## config.mk

```make
export PLATFORM = sky130hd
export DESIGN_NAME = trap_ctrl_flat
export DESIGN_NICKNAME = d
export VERILOG_FILES = /design/src/rtl/trap_ctrl_if.sv /design/src/rtl/trap_ctrl.sv /design/src/flat_wrapper.sv
export SDC_FILE = /design/constraint.sdc
export NUM_CORES = 1
export LEC_CHECK = 0
export ABC_AREA = 1
export BUFFER_PORTS_ARGS = -buffer_cell sky130_fd_sc_hd__buf_2
export CORE_MARGIN = 1
export CORE_UTILIZATION = 27
export DETAILED_ROUTE_END_ITERATION = 12
export GPL_TIMING_DRIVEN = 0
export SYNTH_ARGS = -nofsm -noshare
export SYNTH_HDL_FRONTEND = slang
export SYNTH_SLANG_ARGS = --single-unit
export TNS_END_PERCENT = 5
```

## constraint.sdc

```tcl
create_clock -name clk -period 2.1 [get_ports clk]
set_input_delay 0 -clock clk [delete_from_list [all_inputs] [get_ports clk]]
set_output_delay 0 -clock clk [all_outputs]
set_load 0.01 [all_outputs]
```

## src/rtl/trap_ctrl_if.sv

```systemverilog
// trap_ctrl_if: fetch-redirect handshake between the trap controller and fetch.
// The master drives the request and target; the slave (fetch) returns ready.
interface trap_ctrl_if #(
    parameter int unsigned XLEN = 32
);
    logic            redirect_valid;
    logic            redirect_ready;
    logic [XLEN-1:0] redirect_pc;

    modport master (
        output redirect_valid,
        output redirect_pc,
        input  redirect_ready
    );

    modport slave (
        input  redirect_valid,
        input  redirect_pc,
        output redirect_ready
    );
endinterface

```

## src/rtl/trap_ctrl.sv

```systemverilog
// trap_ctrl: machine-mode trap controller. Prioritises exceptions and enabled
// interrupts at the retire boundary, commits mepc/mcause/mtval and MIE/MPIE,
// handles mret, and requests a fetch redirect over trap_ctrl_if.
// Optional feature: TRAP_VECTORED_EN selects vectored interrupt targets when
// mtvec_csr[1:0] == 2'b01; without it every trap goes to the mtvec base.
module trap_ctrl #(
    parameter int unsigned XLEN          = 32,
    parameter int unsigned NUM_LOCAL_IRQ = 0
) (
    input  logic                     clk,
    input  logic                     rst_n,
    input  logic                     instr_valid,
    input  logic [XLEN-1:0]          pc,
    input  logic [31:0]              instr,
    input  logic [XLEN-1:0]          fault_addr,
    input  logic                     i_misaligned,
    input  logic                     illegal_i,
    input  logic                     ebreak,
    input  logic                     ecall_m,
    input  logic                     s_misaligned,
    input  logic                     l_misaligned,
    input  logic                     mret,
    input  logic                     irq_sw,
    input  logic                     irq_timer,
    input  logic                     irq_ext,
    input  logic [(NUM_LOCAL_IRQ > 0 ? NUM_LOCAL_IRQ : 1)-1:0] irq_local,
    input  logic [XLEN-1:0]          mie_csr,
    input  logic [XLEN-1:0]          mtvec_csr,
    output logic                     flush,
    output logic                     busy,
    trap_ctrl_if.master              redir,
    output logic [XLEN-1:0]          mepc,
    output logic [XLEN-1:0]          mcause,
    output logic [XLEN-1:0]          mtval,
    output logic                     mstatus_mie,
    output logic                     mstatus_mpie
);

    typedef enum logic [1:0] {IDLE, ENTER, RETURN} state_t;

    state_t          state_q, state_d;
    logic [XLEN-1:0] trap_pc_q;

    logic            int_pend;
    logic [4:0]      int_cause;
    logic            exc_any;
    logic [4:0]      exc_cause;
    logic [XLEN-1:0] exc_tval;
    logic            take_int;
    logic            evt_ok;
    logic            trap;
    logic            mret_ok;
    logic [4:0]      cause_sel;
    logic [XLEN-1:0] mcause_d;
    logic [XLEN-1:0] target;
    logic            unused_bits;

    assign unused_bits = ^{mie_csr, irq_local, mtvec_csr[1:0]};

    // Highest-priority enabled interrupt; later assignments override earlier ones
    always_comb begin
        int_pend  = 1'b0;
        int_cause = '0;
        for (int unsigned k = 0; k < NUM_LOCAL_IRQ; k++) begin
            if (irq_local[k] && mie_csr[16+k]) begin
                int_pend  = 1'b1;
                int_cause = 5'(16 + k);
            end
        end
        if (irq_timer && mie_csr[7]) begin
            int_pend  = 1'b1;
            int_cause = 5'd7;
        end
        if (irq_sw && mie_csr[3]) begin
            int_pend  = 1'b1;
            int_cause = 5'd3;
        end
        if (irq_ext && mie_csr[11]) begin
            int_pend  = 1'b1;
            int_cause = 5'd11;
        end
    end

    // Highest-priority synchronous exception and its mtval
    always_comb begin
        exc_any   = 1'b1;
        exc_cause = '0;
        exc_tval  = '0;
        if (i_misaligned) begin
            exc_cause = 5'd0;
            exc_tval  = fault_addr;
        end else if (illegal_i) begin
            exc_cause = 5'd2;
            exc_tval  = XLEN'(instr);
        end else if (ebreak) begin
            exc_cause = 5'd3;
            exc_tval  = pc;
        end else if (ecall_m) begin
            exc_cause = 5'd11;
        end else if (s_misaligned) begin
            exc_cause = 5'd6;
            exc_tval  = fault_addr;
        end else if (l_misaligned) begin
            exc_cause = 5'd4;
            exc_tval  = fault_addr;
        end else begin
            exc_any   = 1'b0;
        end
    end

    // Event arbitration, committed cause and trap target
    always_comb begin
        evt_ok    = (state_q == IDLE) && instr_valid;
        take_int  = mstatus_mie && int_pend;
        trap      = evt_ok && (take_int || exc_any);
        mret_ok   = evt_ok && mret && !trap;
        cause_sel = take_int ? int_cause : exc_cause;
        mcause_d  = XLEN'(cause_sel);
        mcause_d[XLEN-1] = take_int;
        target    = {mtvec_csr[XLEN-1:2], 2'b00};
`ifdef TRAP_VECTORED_EN
        if (take_int && (mtvec_csr[1:0] == 2'b01)) begin
            target = {mtvec_csr[XLEN-1:2], 2'b00} + (XLEN'(cause_sel) << 2);
        end
`endif
    end

    // State register
    always_ff @(posedge clk or negedge rst_n) begin
        if (!rst_n) begin
            state_q <= IDLE;
        end else begin
            state_q <= state_d;
        end
    end

    // Next state and redirect outputs; flush is masked so reset forces it low
    always_comb begin
        state_d              = state_q;
        flush                = trap && rst_n;
        busy                 = (state_q != IDLE);
        redir.redirect_valid = (state_q != IDLE);
        redir.redirect_pc    = (state_q == RETURN) ? mepc : trap_pc_q;
        case (state_q)
            IDLE: begin
                if (trap) begin
                    state_d = ENTER;
                end else if (mret_ok) begin
                    state_d = RETURN;
                end
            end
            ENTER, RETURN: begin
                if (redir.redirect_ready) begin
                    state_d = IDLE;
                end
            end
            default: state_d = IDLE;
        endcase
    end

    // Trap CSR commit on trap entry and mret
    always_ff @(posedge clk or negedge rst_n) begin
        if (!rst_n) begin
            mepc         <= '0;
            mcause       <= '0;
            mtval        <= '0;
            trap_pc_q    <= '0;
            mstatus_mie  <= 1'b0;
            mstatus_mpie <= 1'b0;
        end else if (trap) begin
            mepc         <= {pc[XLEN-1:2], 2'b00};
            mcause       <= mcause_d;
            mtval        <= take_int ? '0 : exc_tval;
            trap_pc_q    <= target;
            mstatus_mpie <= mstatus_mie;
            mstatus_mie  <= 1'b0;
        end else if (mret_ok) begin
            mstatus_mie  <= mstatus_mpie;
            mstatus_mpie <= 1'b1;
        end
    end

endmodule
```

## src/flat_wrapper.sv

```systemverilog
// flat-port wrapper written by rule: the top's interface ports become plain ports
module trap_ctrl_flat 
#(
    parameter int unsigned XLEN          = 32,
    parameter int unsigned NUM_LOCAL_IRQ = 0
)
  (clk, rst_n, instr_valid, pc, instr, fault_addr, i_misaligned, illegal_i, ebreak, ecall_m, s_misaligned, l_misaligned, mret, irq_sw, irq_timer, irq_ext, irq_local, mie_csr, mtvec_csr, flush, busy, mepc, mcause, mtval, mstatus_mie, mstatus_mpie, redir_redirect_valid, redir_redirect_pc, redir_redirect_ready);
  trap_ctrl_if #(.XLEN(XLEN)) redir_i ();
  input  logic clk;
  input  logic rst_n;
  input  logic instr_valid;
  input  logic [XLEN-1:0] pc;
  input  logic [31:0] instr;
  input  logic [XLEN-1:0] fault_addr;
  input  logic i_misaligned;
  input  logic illegal_i;
  input  logic ebreak;
  input  logic ecall_m;
  input  logic s_misaligned;
  input  logic l_misaligned;
  input  logic mret;
  input  logic irq_sw;
  input  logic irq_timer;
  input  logic irq_ext;
  input  logic [(NUM_LOCAL_IRQ > 0 ? NUM_LOCAL_IRQ : 1)-1:0] irq_local;
  input  logic [XLEN-1:0] mie_csr;
  input  logic [XLEN-1:0] mtvec_csr;
  output logic flush;
  output logic busy;
  output logic [XLEN-1:0] mepc;
  output logic [XLEN-1:0] mcause;
  output logic [XLEN-1:0] mtval;
  output logic mstatus_mie;
  output logic mstatus_mpie;
  output wire logic [$bits(redir_i.redirect_valid)-1:0] redir_redirect_valid;
  output wire logic [$bits(redir_i.redirect_pc)-1:0] redir_redirect_pc;
  input wire logic [$bits(redir_i.redirect_ready)-1:0] redir_redirect_ready;
  assign redir_redirect_valid = redir_i.redirect_valid;
  assign redir_redirect_pc = redir_i.redirect_pc;
  assign redir_i.redirect_ready = redir_redirect_ready;
  trap_ctrl #(.XLEN(XLEN), .NUM_LOCAL_IRQ(NUM_LOCAL_IRQ)) u_core (.clk(clk), .rst_n(rst_n), .instr_valid(instr_valid), .pc(pc), .instr(instr), .fault_addr(fault_addr), .i_misaligned(i_misaligned), .illegal_i(illegal_i), .ebreak(ebreak), .ecall_m(ecall_m), .s_misaligned(s_misaligned), .l_misaligned(l_misaligned), .mret(mret), .irq_sw(irq_sw), .irq_timer(irq_timer), .irq_ext(irq_ext), .irq_local(irq_local), .mie_csr(mie_csr), .mtvec_csr(mtvec_csr), .flush(flush), .busy(busy), .redir(redir_i), .mepc(mepc), .mcause(mcause), .mtval(mtval), .mstatus_mie(mstatus_mie), .mstatus_mpie(mstatus_mpie));
endmodule
```

==> results.toml <==
[clock_network]
clock-sinks = 101
cts_buffers = 9
htreeDepth = 3
cts.reportedPaths.clkPinSlew_ns = 0.07
cts_tree = "built"
clockBufferDepth = 2
cts-root-buf = "clkbuf_16"
post_cts_buffers = 0
clk_latency_ns = 0.35

[routing]
avgViaCountPerCell = 4.37
drc = 0
drt_iter0_markers = 390
vias = 6132
firstDrtPassIters = 5
wl_per_cell_um = 14.8
wl_um = 20700
antenna_left = 0

[power_and_ir_drop]
power_density_nw_per_um2 = 1210
p_leak_nw = 4.61
ir_worst_vdd_v = 0.000407

[logic_synthesis]
syn-cell-area_um2 = 5540
yosysTopAreaCellShare = 0.456
yosys_register_bits = 101
async_flop_share = 1.00
ys.flop_type = "dfrtp_1"
synth_edf_count = 0
synth.most_common_cell = "nand2_1"
ys_top_cells_by_area = "dfrtp_1, nand2_1, o21ai_0"
synth_cells = 746
yosysSeqAreaShare = 0.456
yosys-top-cells-count = "nand2_1, dfrtp_1, inv_1"
synth_warnings = 0
synth_top_area_cell = "dfrtp_1"
avgSynthCellArea_um2 = 7.42
ys_types = 24

[critical_path]
worst_ep_arrival_time_ns = 2.17
crit_required_ns = 2.35
slowest_delay_ns = 0.44
path_cells = "inv_1 -> ha_1 -> nand2_1 -> inv_2 -> nand3_2 -> nand2_4 -> clkbuf_1 -> nand2_1 -> o21ai_0"
crit_slowest_cell = "clkbuf_1"
path_class = "flop to flop"
cp_num_buf_inv = 3
r2r_setup_slack_ns = 0.18
startpoint_type = "flop"
critPathTopFamily = "buffers and inverters"
cp-end-kind = "flop"
critPathMostFrequentCell = "nand2_1"
critPathMaxFanout = 10

[final_layout]
fill_cells = 2054
final_nets = 1302
register_area_um2 = 2530
drive_gt1_frac = 0.318
syn_to_final_growth_pct = 54.6
multi_input_area_um2 = 2360

[run]
drv_cap = 0

[global_route]
grt_pass1_vias = 5930
grt_util_met2 = 0.325
busiest_layer = "met2"
grt_pass1_wl_um = 32100
grt_max_degree = 60
gr-usage-met1 = 0.254
grt-ovfl-total = 0
globalRouteMet3Util = 0.0255
antenna_found_initial = 4
grt_usage = 0.196

[sta]
period_needed_ns = 1.92
final-setup-viol-count = 0
setup_ws_ns = 0.183
finalClockSkew_ns = 0.00560
fin_setup_tns_ns = 0
max_freq_ghz = 0.522
whs_ns = 0.0240
hold_viol_final = 0
relSlewSlack = 0.593
fin_crit_sh = 0.913
rsz0062_at_grt = "no"
worst_slew_pin_slew_ns = 0.611
drv_slew = 0

[floorplanning]
die_y_um = 145
fp.dieW_um = 145
io_pins = 308
rows = 52
core_um2 = 20200
die_area_um2 = 21100
initial_core_util = 0.275

[placed_design]
place_hpwl_um = 15600
buffer_ports.inserted = 243
dp_slack_ns = 0.184
gp_congestion = 0.904

[outcome]
status = "finished, final reports clean"

[worst_hold_path]
hold_class = "input port to flop"
==> tightest hold or removal path, stage by stage <==
cell     delay, ns
buf_2         0.07
nand2_1       0.04
nand2_1       0.07
nand2_1       0.09
nand2_1       0.07
==> cell type report <==
type                       instances  share of cell area
antenna                            3            0.000877
buffer                            76              0.0565
clock buffer                       9              0.0263
clock inverter                     7              0.0171
inverter                          77              0.0338
multi-input combinational        522               0.275
sequential                       101               0.295
tap                              270              0.0395
timing repair buffer             338               0.255
==> logic make-up (layout without fill, tap and decap cells) <==
kind of cell | after synthesis | after routing | synth area share
flip-flops | 101 | 101 | 0.456
AND/OR/NAND/NOR | 356 | 356 | 0.258
AO/OA/AOI/OAI | 133 | 133 | 0.142
adder cells (fa/ha/maj) | 2 | 2 | 0.00452
other | 1 | 34 | 0.000677
buffers and inverters | 153 | 507 | 0.138
==> placed cells by master, fill, tap and decap left out, drive strengths merged, types with 3 or more instances in the layout <==
master and count:
inv 78, clkbuf 30, nand2 266, buf 299, bufinv 4, nor2 42, nand3 47, conb 31
o21ai 93, dlygate4sd3 94, diode 3, dfrtp 101, a21oi 37
==> routing by layer <==
metal / vias up / share of wire
met1: 2829 / 0.44
met2: 227 / 0.48
met5: - / 0.00063
met3: 49 / 0.045
li1: 3025 / -
met4: 2 / 0.033
==> report_power, final <==
part	leakage [nW]	total, mW	switching [mW]	internal [mW]
clock network	0.174	2.08	0.790	1.29
logic	3.21	4.87	2.93	1.93
registers	1.22	3.39	0.544	2.85
total	4.61	10.3	4.27	6.07
==> state kept, by name, indices dropped and copies added (netlist names) <==
signal,flops
u_core.mtval,32
u_core.mepc,30
u_core.trap_pc_q,30
u_core.mcause,5
u_core.state_q,2
u_core.mstatus_mie,1
u_core.mstatus_mpie,1
==> path summary, 6_finish.rpt <==
check,start,end,cells after the start
max,u_core.state_q[0],u_core.trap_pc_q[27],9
min,fault_addr[16],u_core.mtval[16],5
max reg2reg,u_core.state_q[0],u_core.trap_pc_q[27],9
min reg2reg,u_core.mcause[31],u_core.mcause[31],2
max in group asynchronous,rst_n,u_core.mtval[23],3
min in group asynchronous,rst_n,u_core.trap_pc_q[8],2
==> timing repair <==
action / CTS / global route
hold buffers: 94 / 0
gates resized for setup: 1 / 12
hold endpoints to repair: 136 / 0
setup endpoints to repair: 2 / 32
==> stage by stage <==
step | instances | total power [mW] | instance area [µm²] | utilization
2_1_floorplan | 776 | 6.09 | 5650 | -
3_3_place_gp | 1289 | 8.05 | 7200 | 0.357
3_5_place_dp | 1290 | 8.13 | 7230 | 0.359
4_1_cts | 1400 | 10.4 | 8550 | 0.424
5_1_grt | 1403 | 11.1 | 8560 | 0.425
6_report | 1403 | 10.3 | 8560 | 0.425
Power figures use the tool's default switching activity.
